==> config.mk <==
export PLATFORM = sky130hd
export DESIGN_NAME = imem_line_server
export DESIGN_NICKNAME = d
export VERILOG_FILES = /design/src/rtl/imem_line_server_pkg.sv /design/src/rtl/imem_lat_pipe.sv /design/src/rtl/imem_line_server.sv
export SDC_FILE = /design/constraint.sdc
export NUM_CORES = 1
export LEC_CHECK = 0
export CAP_MARGIN = 25
export CORE_AREA = 3 3 202 125
export CTS_CLUSTER_SIZE = 20
export DETAILED_ROUTE_END_ITERATION = 10
export DIE_AREA = 0 0 205 128
export GPL_TIMING_DRIVEN = 0
export PLACE_DENSITY = 0.81
export SYNTH_ARGS = -nofsm -noshare
export SYNTH_HDL_FRONTEND = slang
export SYNTH_SLANG_ARGS = --single-unit
export TNS_END_PERCENT = 20
==> constraint.sdc <==
create_clock -name clk -period 1.3 [get_ports clk]
set_input_delay 0.13 -clock clk [delete_from_list [all_inputs] [get_ports clk]]
set_output_delay 0.13 -clock clk [all_outputs]
set_load 0.01 [all_outputs]
==> src/rtl/imem_line_server_pkg.sv <==
// Shared constants and types for the instruction-line refill responder.
// Line geometry and FSM state codes; also used by the fetch stage.
package imem_line_server_pkg;

    localparam int LINE_W         = 128;
    localparam int WORD_W         = 32;
    localparam int WORDS_PER_LINE = 4;
    localparam int LINE_TAG_W     = 28;

    typedef enum logic [1:0] {
        S_IDLE  = 2'd0,
        S_FILL  = 2'd1,
        S_RESP  = 2'd2,
        S_DRAIN = 2'd3
    } state_t;

    function automatic logic [31:0] line_base_addr(input logic [LINE_TAG_W-1:0] tag);
        return {tag, 4'b0000};
    endfunction

endpackage

==> src/rtl/imem_lat_pipe.sv <==
// Read-in-flight tracker: shifts one valid bit per issued memory read.
// Latency MEM_LAT cycles, ret_valid lines up with the memory read data.
// No backpressure; one issue per cycle, sync active-low clear.
module imem_lat_pipe #(
    parameter int MEM_LAT = 2
) (
    input  logic clk,
    input  logic clr_n,
    input  logic issue,
    output logic ret_valid,
    output logic in_flight
);

    logic [MEM_LAT-1:0] vld_sr;

    generate
        if (MEM_LAT == 1) begin : g_one
            always_ff @(posedge clk) begin
                if (!clr_n) vld_sr <= '0;
                else        vld_sr <= issue;
            end
        end else begin : g_many
            always_ff @(posedge clk) begin
                if (!clr_n) vld_sr <= '0;
                else        vld_sr <= {vld_sr[MEM_LAT-2:0], issue};
            end
        end
    endgenerate

    assign ret_valid = vld_sr[MEM_LAT-1];
    assign in_flight = |vld_sr;

endmodule

==> src/rtl/imem_line_server.sv <==
// Serves 128-bit instruction-line refills by reading four words from backing memory.
// Latency: line_valid 5+MEM_LAT cycles after accept; four reads back to back.
// Backpressure: req_ready only when idle; the line pulse itself cannot be stalled.
module imem_line_server
    import imem_line_server_pkg::*;
#(
    parameter int ADDR_W  = 10,
    parameter int MEM_LAT = 2
) (
    input  logic              clk,
    input  logic              rst,
    input  logic              req_valid,
    input  logic [31:0]       req_addr,
    output logic              req_ready,
    input  logic              flush,
    output logic              mem_rd_en,
    output logic [ADDR_W-1:0] mem_addr,
    input  logic [WORD_W-1:0] mem_rd_data,
    output logic              line_valid,
    output logic [LINE_W-1:0] line_data,
    output logic [31:0]       line_addr
);

    state_t                      state, state_nxt;
    logic [LINE_TAG_W-1:0]       req_tag;
    logic [1:0]                  iss_cnt;
    logic                        iss_done;
    logic [1:0]                  cap_cnt;
    logic [LINE_W-WORD_W-1:0]    asm_buf;
    logic                        accept;
    logic                        issue;
    logic                        capture;
    logic                        last_word;
    logic                        ret_valid;
    logic                        in_flight;
    logic                        unused_addr_bits;

    // Byte offset within the line is irrelevant to a whole-line refill.
    assign unused_addr_bits = ^req_addr[3:0];

    // Gated by rst so every output reads 0 while reset is held.
    assign req_ready = rst && (state == S_IDLE);
    assign accept    = req_valid && req_ready;
    assign issue     = (state == S_FILL) && !iss_done && !flush;
    assign capture   = (state == S_FILL) && ret_valid && !flush;
    assign last_word = capture && (cap_cnt == 2'd3);

    assign mem_rd_en  = issue;
    assign mem_addr   = issue ? {req_tag[ADDR_W-3:0], iss_cnt} : '0;
    assign line_valid = (state == S_RESP);

    imem_lat_pipe #(
        .MEM_LAT (MEM_LAT)
    ) u_lat_pipe (
        .clk       (clk),
        .clr_n     (rst),
        .issue     (issue),
        .ret_valid (ret_valid),
        .in_flight (in_flight)
    );

    always_comb begin
        state_nxt = state;
        unique case (state)
            S_IDLE:  if (accept) state_nxt = S_FILL;
            S_FILL: begin
                if (flush)          state_nxt = S_DRAIN;
                else if (last_word) state_nxt = S_RESP;
            end
            S_RESP:  state_nxt = S_IDLE;
            S_DRAIN: if (!in_flight) state_nxt = S_IDLE;
            default: state_nxt = S_IDLE;
        endcase
    end

    always_ff @(posedge clk) begin
        if (!rst) begin
            state     <= S_IDLE;
            req_tag   <= '0;
            iss_cnt   <= '0;
            iss_done  <= 1'b0;
            cap_cnt   <= '0;
            asm_buf   <= '0;
            line_data <= '0;
            line_addr <= '0;
        end else begin
            state <= state_nxt;
            if (accept) begin
                req_tag  <= req_addr[31:4];
                iss_cnt  <= '0;
                iss_done <= 1'b0;
                cap_cnt  <= '0;
            end
            if (issue) begin
                iss_cnt <= iss_cnt + 2'd1;
                if (iss_cnt == 2'd3) iss_done <= 1'b1;
            end
            if (capture) begin
                cap_cnt <= cap_cnt + 2'd1;
                unique case (cap_cnt)
                    2'd0:    asm_buf[31:0]  <= mem_rd_data;
                    2'd1:    asm_buf[63:32] <= mem_rd_data;
                    2'd2:    asm_buf[95:64] <= mem_rd_data;
                    default: ;
                endcase
            end
            // Published only on the final word so the outputs hold between pulses.
            if (last_word) begin
                line_data <= {mem_rd_data, asm_buf};
                line_addr <= line_base_addr(req_tag);
            end
        end
    end

endmodule
### Yosys cells after proc, flatten, opt, wreduce, memory -nomap -nowiden

Cells that the tools add are included.

* $add $sub $neg: 2
* equality and inequality tests: 10
* multiplexer cells: 12
* reduce and logical (&&, ||, !) cells: 18

Operators with widths (number)
* $mux W2: 7
* $eq A2 B2 Y1 const B: 5
* $mux W10: 1
* $pmux W2 S4: 1
* $logic_and A1 B1 Y1: 7
* $reduce_and A2 Y1: 3
* $add A2 B1 Y2 const B: 2
* $eq A2 B1 Y1 const B: 2
* $logic_not A2 Y1: 2
* $ne A2 B2 Y1 const B: 2
* $reduce_bool A2 Y1: 2
* $mux W1: 3
* $ne A3 B3 Y1 const B: 1
* $reduce_and A3 Y1: 1
* $logic_not A1 Y1: 2
* $reduce_or A2 Y1: 1

* flip-flop bits (word level): 289
* word-level logic and storage cells: 53

### Logic depth before layout (Yosys ltp)

Gate-level depths: netlist of run 1.

* word-level depth: 7
* mapped depth: 6

### By module

A second synthesis of run 1 with hierarchy kept.

* cell total of the unflattened synthesis: 1036
* area, all modules: 10530.1 µm²

By module, submodules not included
* imem_line_server: instances 1, cells an instance 1031, area each 10471.3 µm²
* imem_lat_pipe: instances 1, cells an instance 5, area each 58.8 µm²

### Least setup slack after synthesis of run 1

Ideal clock, no wire load.

* path kind: register to register
* start: register state[1]
* end: register line_addr[10]
* arrival: 1.327 ns
* required time: 1.228 ns
* setup slack: -0.098 ns
* cell stages (with the launch flop): 7
* buffers on the path: 3
* clock period less this slack: 1.398 ns
* cells stage by stage: dfxtp_1 and4bb_1 buf_4 nand2_2 buf_6 buf_8 mux2i_1

* cells in the longest elaborated chain, start to end: 4

RTL lines
* start: declaration: RTL line imem_line_server.sv:24 `state_t state, state_nxt;`
* start signal: assignment: RTL line imem_line_server.sv:87 `state <= state_nxt;`
* $eq A2 B1 Y1: RTL line imem_line_server.sv:45 `assign capture = (state == S_FILL) && ret_valid && !flush;`
* $logic_and A1 B1 Y1 (2 in a row): RTL line imem_line_server.sv:45
* $logic_and A1 B1 Y1: RTL line imem_line_server.sv:46 `assign last_word = capture && (cap_cnt == 2'd3);`
* end signal: assignment: RTL line imem_line_server.sv:110 `line_addr <= line_base_addr(req_tag);`
* end: declaration: RTL line imem_line_server.sv:21 `output logic [31:0] line_addr`

No other way between the ends.
A chain may end at the register's enable or synchronous reset.

### Worst setup path after layout of run 1

* start: register iss_done
* end: output mem_addr[1]

* cells in the longest elaborated chain, start to end: 4

RTL lines
* start: declaration: RTL line imem_line_server.sv:27 `logic iss_done;`
* start signal: assignment: RTL line imem_line_server.sv:81 `iss_done <= 1'b0;`
* start signal: assignment: RTL line imem_line_server.sv:91 `iss_done <= 1'b0;`
* start signal: assignment: RTL line imem_line_server.sv:96 `if (iss_cnt == 2'd3) iss_done <= 1'b1;`
* $logic_not A1 Y1: RTL line imem_line_server.sv:44 `assign issue = (state == S_FILL) && !iss_done && !flush;`
* $logic_and A1 B1 Y1 (2 in a row): RTL line imem_line_server.sv:44
* $mux W10: RTL line imem_line_server.sv:49 `assign mem_addr = issue ? {req_tag[ADDR_W-3:0], iss_cnt} : '0;`
* end: declaration: RTL line imem_line_server.sv:17 `output logic [ADDR_W-1:0] mem_addr,`

No other way between the ends.

==> summary.md, run 1 <==
| Metric | Value |
|---|---|
| Die Outline Area | 26,240 um2 |
| Final setup slack of the worst path | -0.4979 ns |
| Least-Margin Pin Slew | 0.7107 ns |
| Final Hold Viols | 0 |
| Startpoint class of the critical path | flop |
| Combinational group share of total power | 0.054 |
| Proportion of layout cells with a drive suffix above 1 | 0.1924 |
| Worst relative slew slack | 0.5262 |
| WL final | 32,830 um |
| WP data required | 1.17 ns |
| Final max-slew violation count | 0 |
| Multiplexer area fraction after synthesis | 0.2384 |
| Number of global-route vias before repair | 8,407 |
| CORE AREA | 23,240 um2 |
| Synthesized cell area | 10,580 um2 |
| Synth warnings | 0 |
| Post-synth top area share | 0.5468 |
| Clock latency reported for the late side of the worst-skew pair | 0.53 ns |
| Fmax | 556.2 MHz |
| Worst endpoint data arrival time | 1.67 ns |
| Final worst-path cycle share | 1.383 |
| Commonest cells after routing, fill and taps aside | 329 x sky130_fd_sc_hd__nand2_1, 278 x sky130_fd_sc_hd__dfxtp_1, 250 x sky130_fd_sc_hd__mux2i_1, 62 x sky130_fd_sc_hd__clkdlybuf4s50_1, 60 x sky130_fd_sc_hd__clkdlybuf4s15_1 |
| Net Sw Frac | 0.2155 |
| Gr usage total | 0.2340 |
| Initial core utilization | 0.4552 |
| Residual DRC count | 0 |
| Count of antenna diodes in the layout | 0 |
| Internal Power | 0.01432 W |
| Post-layout instance area | 15,190 um2 |
| Via-per-instance ratio | 5.085 |
| Async set-or-reset flop fraction in the synthesized netlist | 0 |
| Biggest area consumer among synthesized cells | sky130_fd_sc_hd__dfxtp_1 |
| Final Critical Period | 1.798 ns |
| Total Power Consumption | 0.01826 W |
| Total power density per cell area | 1202 nW/um2 |
| Number of levels the H-tree was split into | 1 |
| Sequential cell area fraction in the yosys report | 0.5468 |
| RSZ-0062 raised after global routing | true |
| First-pass GRT wire length | 47,930 um |
| Worst-case clock buffer depth | 3 |
| Top cells by area, synth | sky130_fd_sc_hd__dfxtp_1 55%, sky130_fd_sc_hd__mux2i_1 24%, sky130_fd_sc_hd__nand2_1 12%, sky130_fd_sc_hd__buf_8 1.4%, sky130_fd_sc_hd__o21ai_0 1.4% |
| Floorplan die width | 205 um |
| Most common flop cell mapped by yosys | sky130_fd_sc_hd__dfxtp_1 |
| CTS clk-pin slew, worst paths | 0.06 ns |
| Flip-flop and latch count after synthesis | 289 |
| Final core utilization | 0.6535 |
| IR Drop Worst-Case VDD | 794.0 uV |
| Overall via count from detail_route | 8,527 |
| Clock root cell | sky130_fd_sc_hd__clkbuf_16 |
| Maximum number of pins on one net before global-route repair | 15 |
| Violated checks | negative setup slack |
| Synthesized-area fraction occupied by adder cells | 0.005913 |
| Post-synthesis instance total | 1,036 |
| XOR/XNOR Fraction of Synth Area | 0 |
| Sum of negative setup slack | -67.45 ns |
| Mean Syn Cell Area | 10.21 um2 |
| Seq pwr share | 0.492 |
| Maximum fanout count along the critical path | 5 |
| Static Leak | 7.840 nW |
| Num Clock Sinks | 289 |
| Initial antenna violation count | 0 |
| Simple logic cell fraction of the synthesized area | 0.1417 |
| HPWL reported at the end of detailed placement | 21,780 um |
| Compound-cell area share of the yosys netlist | 0.01845 |
| Power share of the clock group | 0.455 |
| Post-DP Area | 13,320 um2 |
| Count of buffers inserted at the top-level ports | 232 |
| Number of violations of the max-capacitance limit | 0 |
| Synth-to-Final Area Change | 43.57% |
| Run status | finished with violations |
| Count of endpoints failing setup in the final report | 296 |
| Total grt overflow | 0 |
| Type of the worst setup path | reg -> out |
| Most common cell after layout, fill and taps aside | sky130_fd_sc_hd__nand2_1 |
| Antenna Nets Post-Route | 0 |
| TritonCTS clock tree | yes |
| Cell Rows | 43 |
| Post-synthesis cell type count | 29 |
| Worst-case clock skew | 0.01301 ns |
| Number of buffers created by CTS | 27 |
| Die Y-Extent | 128 um |
| Pre-Repair DR Iteration Count | 5 |
| GPL Wtd Cong | 0.8013 |
| Critical Path End Type | output port |
| Detailed Route Iter0 Violations | 404 |
| Class of the most critical hold timing path | in -> reg |
| P_sw | 0.003935 W |
| Top Ports | 241 |
| Wirelength per Cell | 19.58 um |
| Largest family of logic cells by synthesized area | multiplexers |
| Number of synthesized flops with an enable pin | 0 |
| Net total in the final layout | 1,416 |
## routing by layer
layer | vias up | share of wire | track usage
li1 | 4029 | - | -
met1 | 4192 | 0.47 | 0.3359
met2 | 269 | 0.43 | 0.3624
met3 | 37 | 0.077 | 0.05506
met4 | 0 | 0.015 | 0.04777
met5 | - | 0 | 0
## state kept, by name, summed over array words and instances, names as in the netlist
name               count
iss_cnt                2
iss_done               1
state                  2
cap_cnt                2
line_data            128
u_lat_pipe.vld_sr      2
req_tag               28
line_addr             28
asm_buf               96
## cell usage after synthesis (3+ instances only)
master,n
sky130_fd_sc_hd__and2_1,13
sky130_fd_sc_hd__buf_2,7
sky130_fd_sc_hd__buf_4,15
sky130_fd_sc_hd__buf_6,6
sky130_fd_sc_hd__buf_8,10
sky130_fd_sc_hd__clkbuf_1,36
sky130_fd_sc_hd__dfxtp_1,289
sky130_fd_sc_hd__ha_1,5
sky130_fd_sc_hd__inv_1,3
sky130_fd_sc_hd__mux2i_1,252
sky130_fd_sc_hd__nand2_1,348
sky130_fd_sc_hd__nand3_1,3
sky130_fd_sc_hd__nor2_1,3
sky130_fd_sc_hd__o21ai_0,29
sky130_fd_sc_hd__o31ai_1,3
## stage by stage
stage,instances,worst slack (ns),hold slack (ns)
after global placement,1586,-1.193,0.4425
after global routing,1677,-0.5661,0.1473
after detailed placement,1586,-1.237,0.4496
after floorplan,1039,-0.05487,0.2386
after CTS,1660,-0.4868,0.1476
final,1677,-0.4979,0.1473
## final timing paths
path / from / end / slack [ns] / cells after the start
min: req_addr[27] / req_tag[23] / 0.15 / 3
max: iss_done / mem_addr[1] / -0.50 / 5
max reg2reg: state[1] / line_data[1] / -0.37 / 8
min reg2reg: line_data[39] / line_data[39] / 0.46 / 2
## power by group through the flow
stage / registers (W) / logic (W) / clock network (W)
finish: 0.00897 / 0.000983 / 0.00830
global route: 0.00897 / 0.00104 / 0.00877
CTS: 0.00897 / 0.000816 / 0.00838
detailed placement: 0.00917 / 0.000753 / 0
global placement: 0.00916 / 0.000743 / 0
floorplan: 0.00916 / 0.000342 / 0
## cells by family after synthesis
family | Yosys count
adders and majority gates | 5
DFF | 289
buffers and inverters | 77
and+or+nand+nor | 376
muxes | 252
AOI/OAI and AO/OA | 36
other | 1
## worst max-delay path, cell delays in order (launching register included)
cell and delay (ns):
sky130_fd_sc_hd__dfxtp_2 0.33, sky130_fd_sc_hd__nor4b_4 0.26, sky130_fd_sc_hd__buf_4 0.19, sky130_fd_sc_hd__buf_6 0.13, sky130_fd_sc_hd__and2_1 0.11, sky130_fd_sc_hd__buf_2 0.13
## repair_timing
action                                  in CTS  in global routing
endpoints found under the setup margin     455                405
endpoints found under the hold margin        0                  0
gates resized for setup                    364                233
buffers inserted                            12                 13
hold buffers                                 0                  0
cloned                                      14                  8
pin swaps                                   11                 25
## area by class of cell
cell class	count	area, um2
clock buffers	40	784.5
plain buffers	73	724.4
clock inverters	8	140.1
well taps	315	394.1
multi-input cells	673	4509
repair buffers	276	2821
flip-flops and latches	289	5804
fillers	1838	8053
inverters	3	11.26
Note: power is estimated with default switching activity, not from simulation.
==> run 2: changes to the inputs <==
--- a/config.mk
+++ b/config.mk
@@ -7,6 +7,7 @@
 export LEC_CHECK = 0
 export CAP_MARGIN = 25
 export CORE_AREA = 3 3 202 125
+export CTS_CLUSTER_DIAMETER = 100
 export CTS_CLUSTER_SIZE = 20
 export DETAILED_ROUTE_END_ITERATION = 10
 export DIE_AREA = 0 0 205 128
==> run 2 against run 1 <==
- the flow still finishes with violations (negative setup slack)
- clock skew up 0.0019 ns
- clock-buffer cell count down 21
- non-clock buffer count down 2
- highest routed layer unchanged
- setup slack worse by 0.0037 ns
- global-route usage down 0.084 points
- sequential cell count unchanged
- power down 15%
==> summary.md, run 2 (synthesis results as in run 1) <==
| Metric | Value |
|---|---|
| Total grt overflow | 0 (unchanged) |
| Most common cell after layout, fill and taps aside | sky130_fd_sc_hd__nand2_1 |
| Detailed Route Iter0 Violations | 385 (-4.7%) |
| CORE AREA | 23,240 um2 (unchanged) |
| Clock latency reported for the late side of the worst-skew pair | 0.51 ns (-0.02 ns) |
| Worst-path cell with the longest stage delay | sky130_fd_sc_hd__dfxtp_2 |
| Count of endpoints failing setup in the final report | 296 (unchanged) |
| Number of global-route vias before repair | 8,316 (-1.1%) |
| CTS clk-pin slew, worst paths | 0.08 ns (+0.02 ns) |
| Pre-Repair DR Iteration Count | 5 (unchanged) |
| First-pass GRT wire length | 47,650 um (-0.58%) |
| Count of buffers inserted at the top-level ports | 232 (unchanged) |
| Worst relative slew slack | 0.4611 (-0.06512) |
| Crit-path cells | nor4b_4 > buf_4 > buf_6 > and2_1 > buf_2 |
| Worst endpoint data arrival time | 1.67 ns (about the same) |
| TritonCTS clock tree | yes |
| Maximum fanout count along the critical path | 5 (unchanged) |
| Commonest cells after routing, fill and taps aside | 326 x sky130_fd_sc_hd__nand2_1, 279 x sky130_fd_sc_hd__dfxtp_1, 250 x sky130_fd_sc_hd__mux2i_1, 71 x sky130_fd_sc_hd__dlygate4sd2_1, 62 x sky130_fd_sc_hd__clkdlybuf4s50_1 |
| Worst hold slack after final layout | 0.1731 ns (+0.02577 ns) |
| Least-Margin Pin Slew | 0.8084 ns (+0.09769 ns) |
| Synth-to-Final Area Change | 39.91% |
| Antenna Nets Post-Route | 0 (unchanged) |
| Startpoint class of the critical path | flop |
| Top Ports | 241 (unchanged) |
| Final Hold Viols | 0 (unchanged) |
| Gr usage total | 0.2332 (-0.0008437) |
| Max FFs per register | 128 (unchanged) |
| Overall via count from detail_route | 8,394 (-1.6%) |
| Violated checks | negative setup slack |
| Static Leak | 7.703 nW (-1.7%) |
| Count of fill cells added during filler insertion | 1,920 (+4.5%) |
| Type of the worst setup path | reg -> out |
| Maximum number of pins on one net before global-route repair | 21 (+6) |
| Final core utilization | 0.6369 (-0.01663) |
| Final max-slew violation count | 0 (unchanged) |
| Net total in the final layout | 1,405 (-0.78%) |
| Class of the most critical hold timing path | in -> reg |
| Floorplan die width | 205 um (unchanged) |
| Maximum single-stage delay on the critical path | 0.34 ns (about the same) |
| Number of buffers created by CTS | 18 (-33%) |
| HPWL reported at the end of detailed placement | 21,780 um (unchanged) |
| Largest regs | line_data: 128 flops, asm_buf: 96 flops |
| Number of violations of the max-capacitance limit | 0 (unchanged) |
| Run status | finished with violations |
| WL final | 32,580 um (-0.77%) |
| Initial antenna violation count | 0 (unchanged) |
| Wirelength per Cell | 19.77 um (+0.98%) |
| Critical Path End Type | output port |
| Final Critical Period | 1.802 ns (+0.003682 ns) |
| Number of levels the H-tree was split into | 1 (unchanged) |
| Proportion of layout cells with a drive suffix above 1 | 0.1592 (-0.03321) |
| Sum of negative setup slack | -70.45 ns (-2.996 ns) |
| Die Outline Area | 26,240 um2 (unchanged) |
| Worst-case clock buffer depth | 3 (unchanged) |
| IR Drop Worst-Case VDD | 629.7 uV (-21%) |
| Num Clock Sinks | 289 (unchanged) |
| Cell Rows | 43 (unchanged) |
| Residual DRC count | 0 (unchanged) |
| Die Y-Extent | 128 um (unchanged) |
| Clock root cell | sky130_fd_sc_hd__clkbuf_16 |
| GPL Wtd Cong | 0.8013 (unchanged) |
| Worst-case clock skew | 0.01489 ns (+0.001877 ns) |
| WP data required | 1.17 ns (about the same) |
| Fmax | 555.1 MHz (-0.20%) |
| Via-per-instance ratio | 5.093 (+0.17%) |
| Initial core utilization | 0.4552 (unchanged) |
| RSZ-0062 raised after global routing | true |
| Cts hold-fix bufs | 0 (unchanged) |
| Top register by number of flip-flops | line_data |
| Final setup slack of the worst path | -0.5015 ns (-0.003682 ns) |
| Total power density per cell area | 1049 nW/um2 (-13%) |
| Final worst-path cycle share | 1.386 (+0.002832) |
run 2: cell types whose count changed in the layout (fill, tap and decap cells not counted), moves of 6 or more:
| cell | delta |
|---|---|
| sky130_fd_sc_hd__clkbuf_8 | -6 |
| sky130_fd_sc_hd__clkbuf_16 | -8 |
| sky130_fd_sc_hd__clkbuf_2 | -23 |
| sky130_fd_sc_hd__dlygate4sd2_1 | +36 |
| sky130_fd_sc_hd__clkbuf_1 | -7 |
| sky130_fd_sc_hd__clkdlybuf4s15_2 | -8 |
run 2: timing repair:
item,in CTS,in global routing
setup endpoints to repair,455,376
cloned,14,8
resized for setup,337,196
setup buffers,12,11
pin swaps,13,25
run 2: critical path, delay by kind of cell (launching register included):
family | cells | cell delay, ns
buffers and inverters | 3 | 0.45
AND/OR/NAND/NOR | 2 | 0.37
flip-flops | 1 | 0.34
run 2: path summary, 6_finish.rpt:
check	startpoint	end	slack, ns	cells past startpoint
max reg2reg	state[1]	line_data[65]	-0.34	7
min reg2reg	line_data[102]	line_data[102]	0.46	2
max	iss_done	mem_addr[2]	-0.50	5
min	req_addr[9]	req_tag[5]	0.17	3
run 2: layer usage:
layer | global-route usage | vias to the layer above | part of all wire
li1 | - | 3995 | -
met1 | 0.3406 | 4122 | 0.49
met2 | 0.3556 | 234 | 0.42
met3 | 0.04973 | 43 | 0.067
met4 | 0.05219 | 0 | 0.019
met5 | 0 | - | 0
run 2: where the power goes:
part	leakage (nW)	switching [W]	internal, W	total (W)
Combinational	5.12	0.000543	0.000418	0.000961
Clock	0.241	0.00298	0.00263	0.00561
Sequential	2.34	0.0000377	0.00893	0.00896
Total	7.70	0.00356	0.0120	0.0155
run 2: layout make-up:
type,instances,area (um2),area share
Multi-Input combinational cell,673,4529,0.3060
Sequential cell,289,5803,0.3920
Antenna cell,1,2.502,0.0001690
Clock inverter,1,16.27,0.001099
Inverter,3,11.26,0.0007607
Timing Repair Buffer,274,2841,0.1920
Tap cell,315,394.1,0.02663
Clock buffer,19,475.5,0.03212
Buffer,73,729.5,0.04928
run 2: through the flow:
stage	cells	setup slack, ns	total power, W	area [um2]
6_report	1648	-0.5015	0.01553	14800
5_1_grt	1647	-0.5616	0.01601	14800
4_1_cts	1632	-0.4815	0.01548	14380
3_5_place_dp	1586	-1.237	0.009923	13320
3_3_place_gp	1586	-1.193	0.009908	13320
2_1_floorplan	1039	-0.05487	0.009500	10610
==> run 3: changes to the inputs <==
==> constraint.sdc (replaced) <==
create_clock -name clk -period 1.55 [get_ports clk]
set_input_delay 0.155 -clock clk [delete_from_list [all_inputs] [get_ports clk]]
set_output_delay 0.155 -clock clk [all_outputs]
set_load 0.01 [all_outputs]
==> run 3 against run 2 <==
- the run still ends with negative setup slack left
- clock-buffer cell count unchanged
- utilization down 2.9 points
- sequential cell count unchanged
- die area unchanged
- combinational power down 27%
- clock power down 17%
- clock skew up 0.0019 ns
- register-to-register slack better by 0.36 ns
- power down 17%
- non-clock buffer count down 27
- critical path type unchanged
- largest power group unchanged
==> summary.md, run 3 (synthesis results as in run 1) <==
| Metric | Value |
|---|---|
| Total power density per cell area | 912.0 nW/um2 (-13%) |
| Static Leak | 8.017 nW (+4.1%) |
| Most common cell after layout, fill and taps aside | sky130_fd_sc_hd__nand2_1 |
| Met1 global-route usage | 0.3224 (-0.01820) |
| WP data required | 1.39 ns (+0.22 ns) |
| CORE AREA | 23,240 um2 (unchanged) |
| Final core utilization | 0.6075 (-0.02939) |
| Clock root cell | sky130_fd_sc_hd__clkbuf_16 |
| Grt peak-use layer | met2 |
| Count of buffers inserted at the top-level ports | 232 (unchanged) |
| Startpoint class of the critical path | flop |
| Total grt overflow | 0 (unchanged) |
| Post-placement cell count | 1,586 (unchanged) |
| Violated checks | negative setup slack |
| Area used by sequential logic in the layout | 5796 um2 (-0.13%) |
| Class of the most critical hold timing path | in -> reg |
| Clock latency reported for the late side of the worst-skew pair | 0.50 ns (about the same) |
| Initial antenna violation count | 0 (unchanged) |
| Maximum number of pins on one net before global-route repair | 21 (unchanged) |
| Fmax | 550.6 MHz |
| Count of antenna diodes in the layout | 0 (-1) |
| Worst endpoint data arrival time | 1.66 ns (about the same) |
| Final worst-path cycle share | 1.172 |
| Detailed Route Iter0 Violations | 339 (-12%) |
| Launch point of the worst hold path | req_addr[11] |
| Wirelength per Cell | 18.71 um (-5.4%) |
| Overall via count from detail_route | 8,163 (-2.8%) |
| Global routing usage on met2 | 0.3542 (-0.001370) |
| HPWL reported at the end of detailed placement | 21,920 um (+0.62%) |
| Top Ports | 241 (unchanged) |
| Total Power Consumption | 0.01288 W (-17%) |
| RSZ-0062 raised after global routing | true |
| Pre-Repair DR Iteration Count | 6 (+1) |
| Top register by number of flip-flops | line_data |
| IR Drop Worst-Case VDD | 714.2 uV (+13%) |
| Post-DP Area | 13,310 um2 (-0.11%) |
| Proportion of layout cells with a drive suffix above 1 | 0.09579 (-0.06337) |
| Worst-case clock buffer depth | 3 (unchanged) |
| Gr usage total | 0.2250 (-0.008183) |
| Synth-to-Final Area Change | 33.46% |
| Die Outline Area | 26,240 um2 (unchanged) |
| Area occupied by multi-input gates | 4359 um2 (-3.8%) |
| Num Clock Sinks | 289 (unchanged) |
| First-pass GRT wire length | 46,520 um (-2.4%) |
| GPL Wtd Cong | 0.8332 (+4.0%) |
| Critical Path End Type | output port |
| Met3 track demand over resource | 0.04948 (-0.0002537) |
| Count of fill cells added during filler insertion | 2,027 (+5.6%) |
| Antenna Nets Post-Route | 0 (unchanged) |
| Net total in the final layout | 1,378 (-1.9%) |
| Final Critical Period | 1.816 ns |
| Maximum fanout count along the critical path | 5 (unchanged) |
| Floorplan die width | 205 um (unchanged) |
| Number of levels the H-tree was split into | 1 (unchanged) |
| Cell Rows | 43 (unchanged) |
| WL final | 30,300 um (-7.0%) |
| TritonCTS clock tree | yes |
| Initial core utilization | 0.4552 (unchanged) |
| Number of global-route vias before repair | 8,178 (-1.7%) |
| Number of buffers created by CTS | 18 (unchanged) |
| Largest regs | line_data: 128 flops, asm_buf: 96 flops |
| Type of the worst setup path | reg -> out |
| Number of violations of the max-capacitance limit | 0 (unchanged) |
| Die Y-Extent | 128 um (unchanged) |
| Worst hold slack after final layout | 0.2134 ns (+0.04026 ns) |
| Final Hold Viols | 0 (unchanged) |
| Max FFs per register | 128 (unchanged) |
| Run status | finished with violations |
| CTS clk-pin slew, worst paths | 0.09 ns (about the same) |
| Via-per-instance ratio | 5.039 (-1.1%) |
| Post-layout instance area | 14,120 um2 (-4.6%) |
| Final cell count without fillers | 1,620 (-1.7%) |
| Worst-case clock skew | 0.01684 ns (+0.001950 ns) |
| Source of the worst register-to-register timing path | state[0] |
| Residual DRC count | 0 (unchanged) |
| Cts hold-fix bufs | 0 (unchanged) |
| Final setup slack of the worst path | -0.2663 ns (+0.2352 ns) |
| Critical path origin | iss_done |
| Least-Margin Pin Slew | 0.6659 ns (-0.1425 ns) |
| Final max-slew violation count | 0 (unchanged) |
| Commonest cells after routing, fill and taps aside | 345 x sky130_fd_sc_hd__nand2_1, 285 x sky130_fd_sc_hd__dfxtp_1, 251 x sky130_fd_sc_hd__mux2i_1, 123 x sky130_fd_sc_hd__dlygate4sd2_1, 66 x sky130_fd_sc_hd__clkdlybuf4s50_1 |
| Worst relative slew slack | 0.5560 (+0.09497) |
| Count of endpoints failing setup in the final report | 12 (-96%) |
-- run 3: cell types whose count changed in the layout (fill, tap and decap cells not counted), moves of 10 or more --
cell                              before  now
sky130_fd_sc_hd__buf_12               23   10
sky130_fd_sc_hd__clkbuf_2             32   16
sky130_fd_sc_hd__clkdlybuf4s15_1      55    0
sky130_fd_sc_hd__dlygate4sd2_1        71  123
sky130_fd_sc_hd__dlymetal6s2s_1        0   30
sky130_fd_sc_hd__nand2_1             326  345
sky130_fd_sc_hd__o21ai_0               5   29
sky130_fd_sc_hd__o21ai_1              15    1
sky130_fd_sc_hd__o21ai_2              10    0
-- run 3: cell type report --
cell class,count,area share
repair buffers,246,0.1700
flip-flops and latches,289,0.4105
well taps,315,0.02791
plain buffers,74,0.04723
multi-input cells,673,0.3087
inverters,3,0.0007975
clock inverters,1,0.001152
clock buffers,19,0.03367
-- run 3: routing by layer --
layer	share of wire	vias to the layer above
met3	0.067	31
met5	0	-
met4	0.015	0
li1	-	3924
met1	0.48	3978
met2	0.44	230
-- run 3: final timing paths --
path                                      end  slack (ns)  cells past startpoint
worst min register to register  line_data[97]        0.46                      2
worst min-delay path               req_tag[7]        0.21                      3
worst max register to register    req_tag[26]        0.02                      3
worst max-delay path              mem_addr[5]       -0.27                      5
-- run 3: power breakdown --
group	leakage [nW]	switching, W	total [W]	internal (W)
logic	5.44	0.000401	0.000704	0.000303
clock network	0.241	0.00245	0.00466	0.00220
registers	2.33	0.0000323	0.00752	0.00749
-- run 3: critical path: stages, from the launching register on --
cell and delay [ns]:
sky130_fd_sc_hd__dfxtp_2 0.34, sky130_fd_sc_hd__nor4b_4 0.28, sky130_fd_sc_hd__buf_6 0.17, sky130_fd_sc_hd__buf_6 0.13
sky130_fd_sc_hd__and2_1 0.11, sky130_fd_sc_hd__buf_2 0.13
-- run 3: timing repair --
| item | in CTS | in global routing |
|---|---|---|
| endpoints found under the setup margin | 390 | 251 |
| gates resized for setup | 225 | 86 |
| endpoints found under the hold margin | 0 | 0 |
| pin swaps | 10 | 0 |
| setup buffers | 10 | 1 |
| cloned | 3 | 0 |
-- run 3: metrics by stage --
| step | TNS, ns | setup slack, ns |
|---|---|---|
| floorplan | 0 | 0.1519 |
| global placement | -146.59 | -0.9133 |
| detailed placement | -164.29 | -0.9335 |
| CTS | -2.672 | -0.2677 |
| global route | -3.814 | -0.3186 |
| finish | -2.699 | -0.2663 |
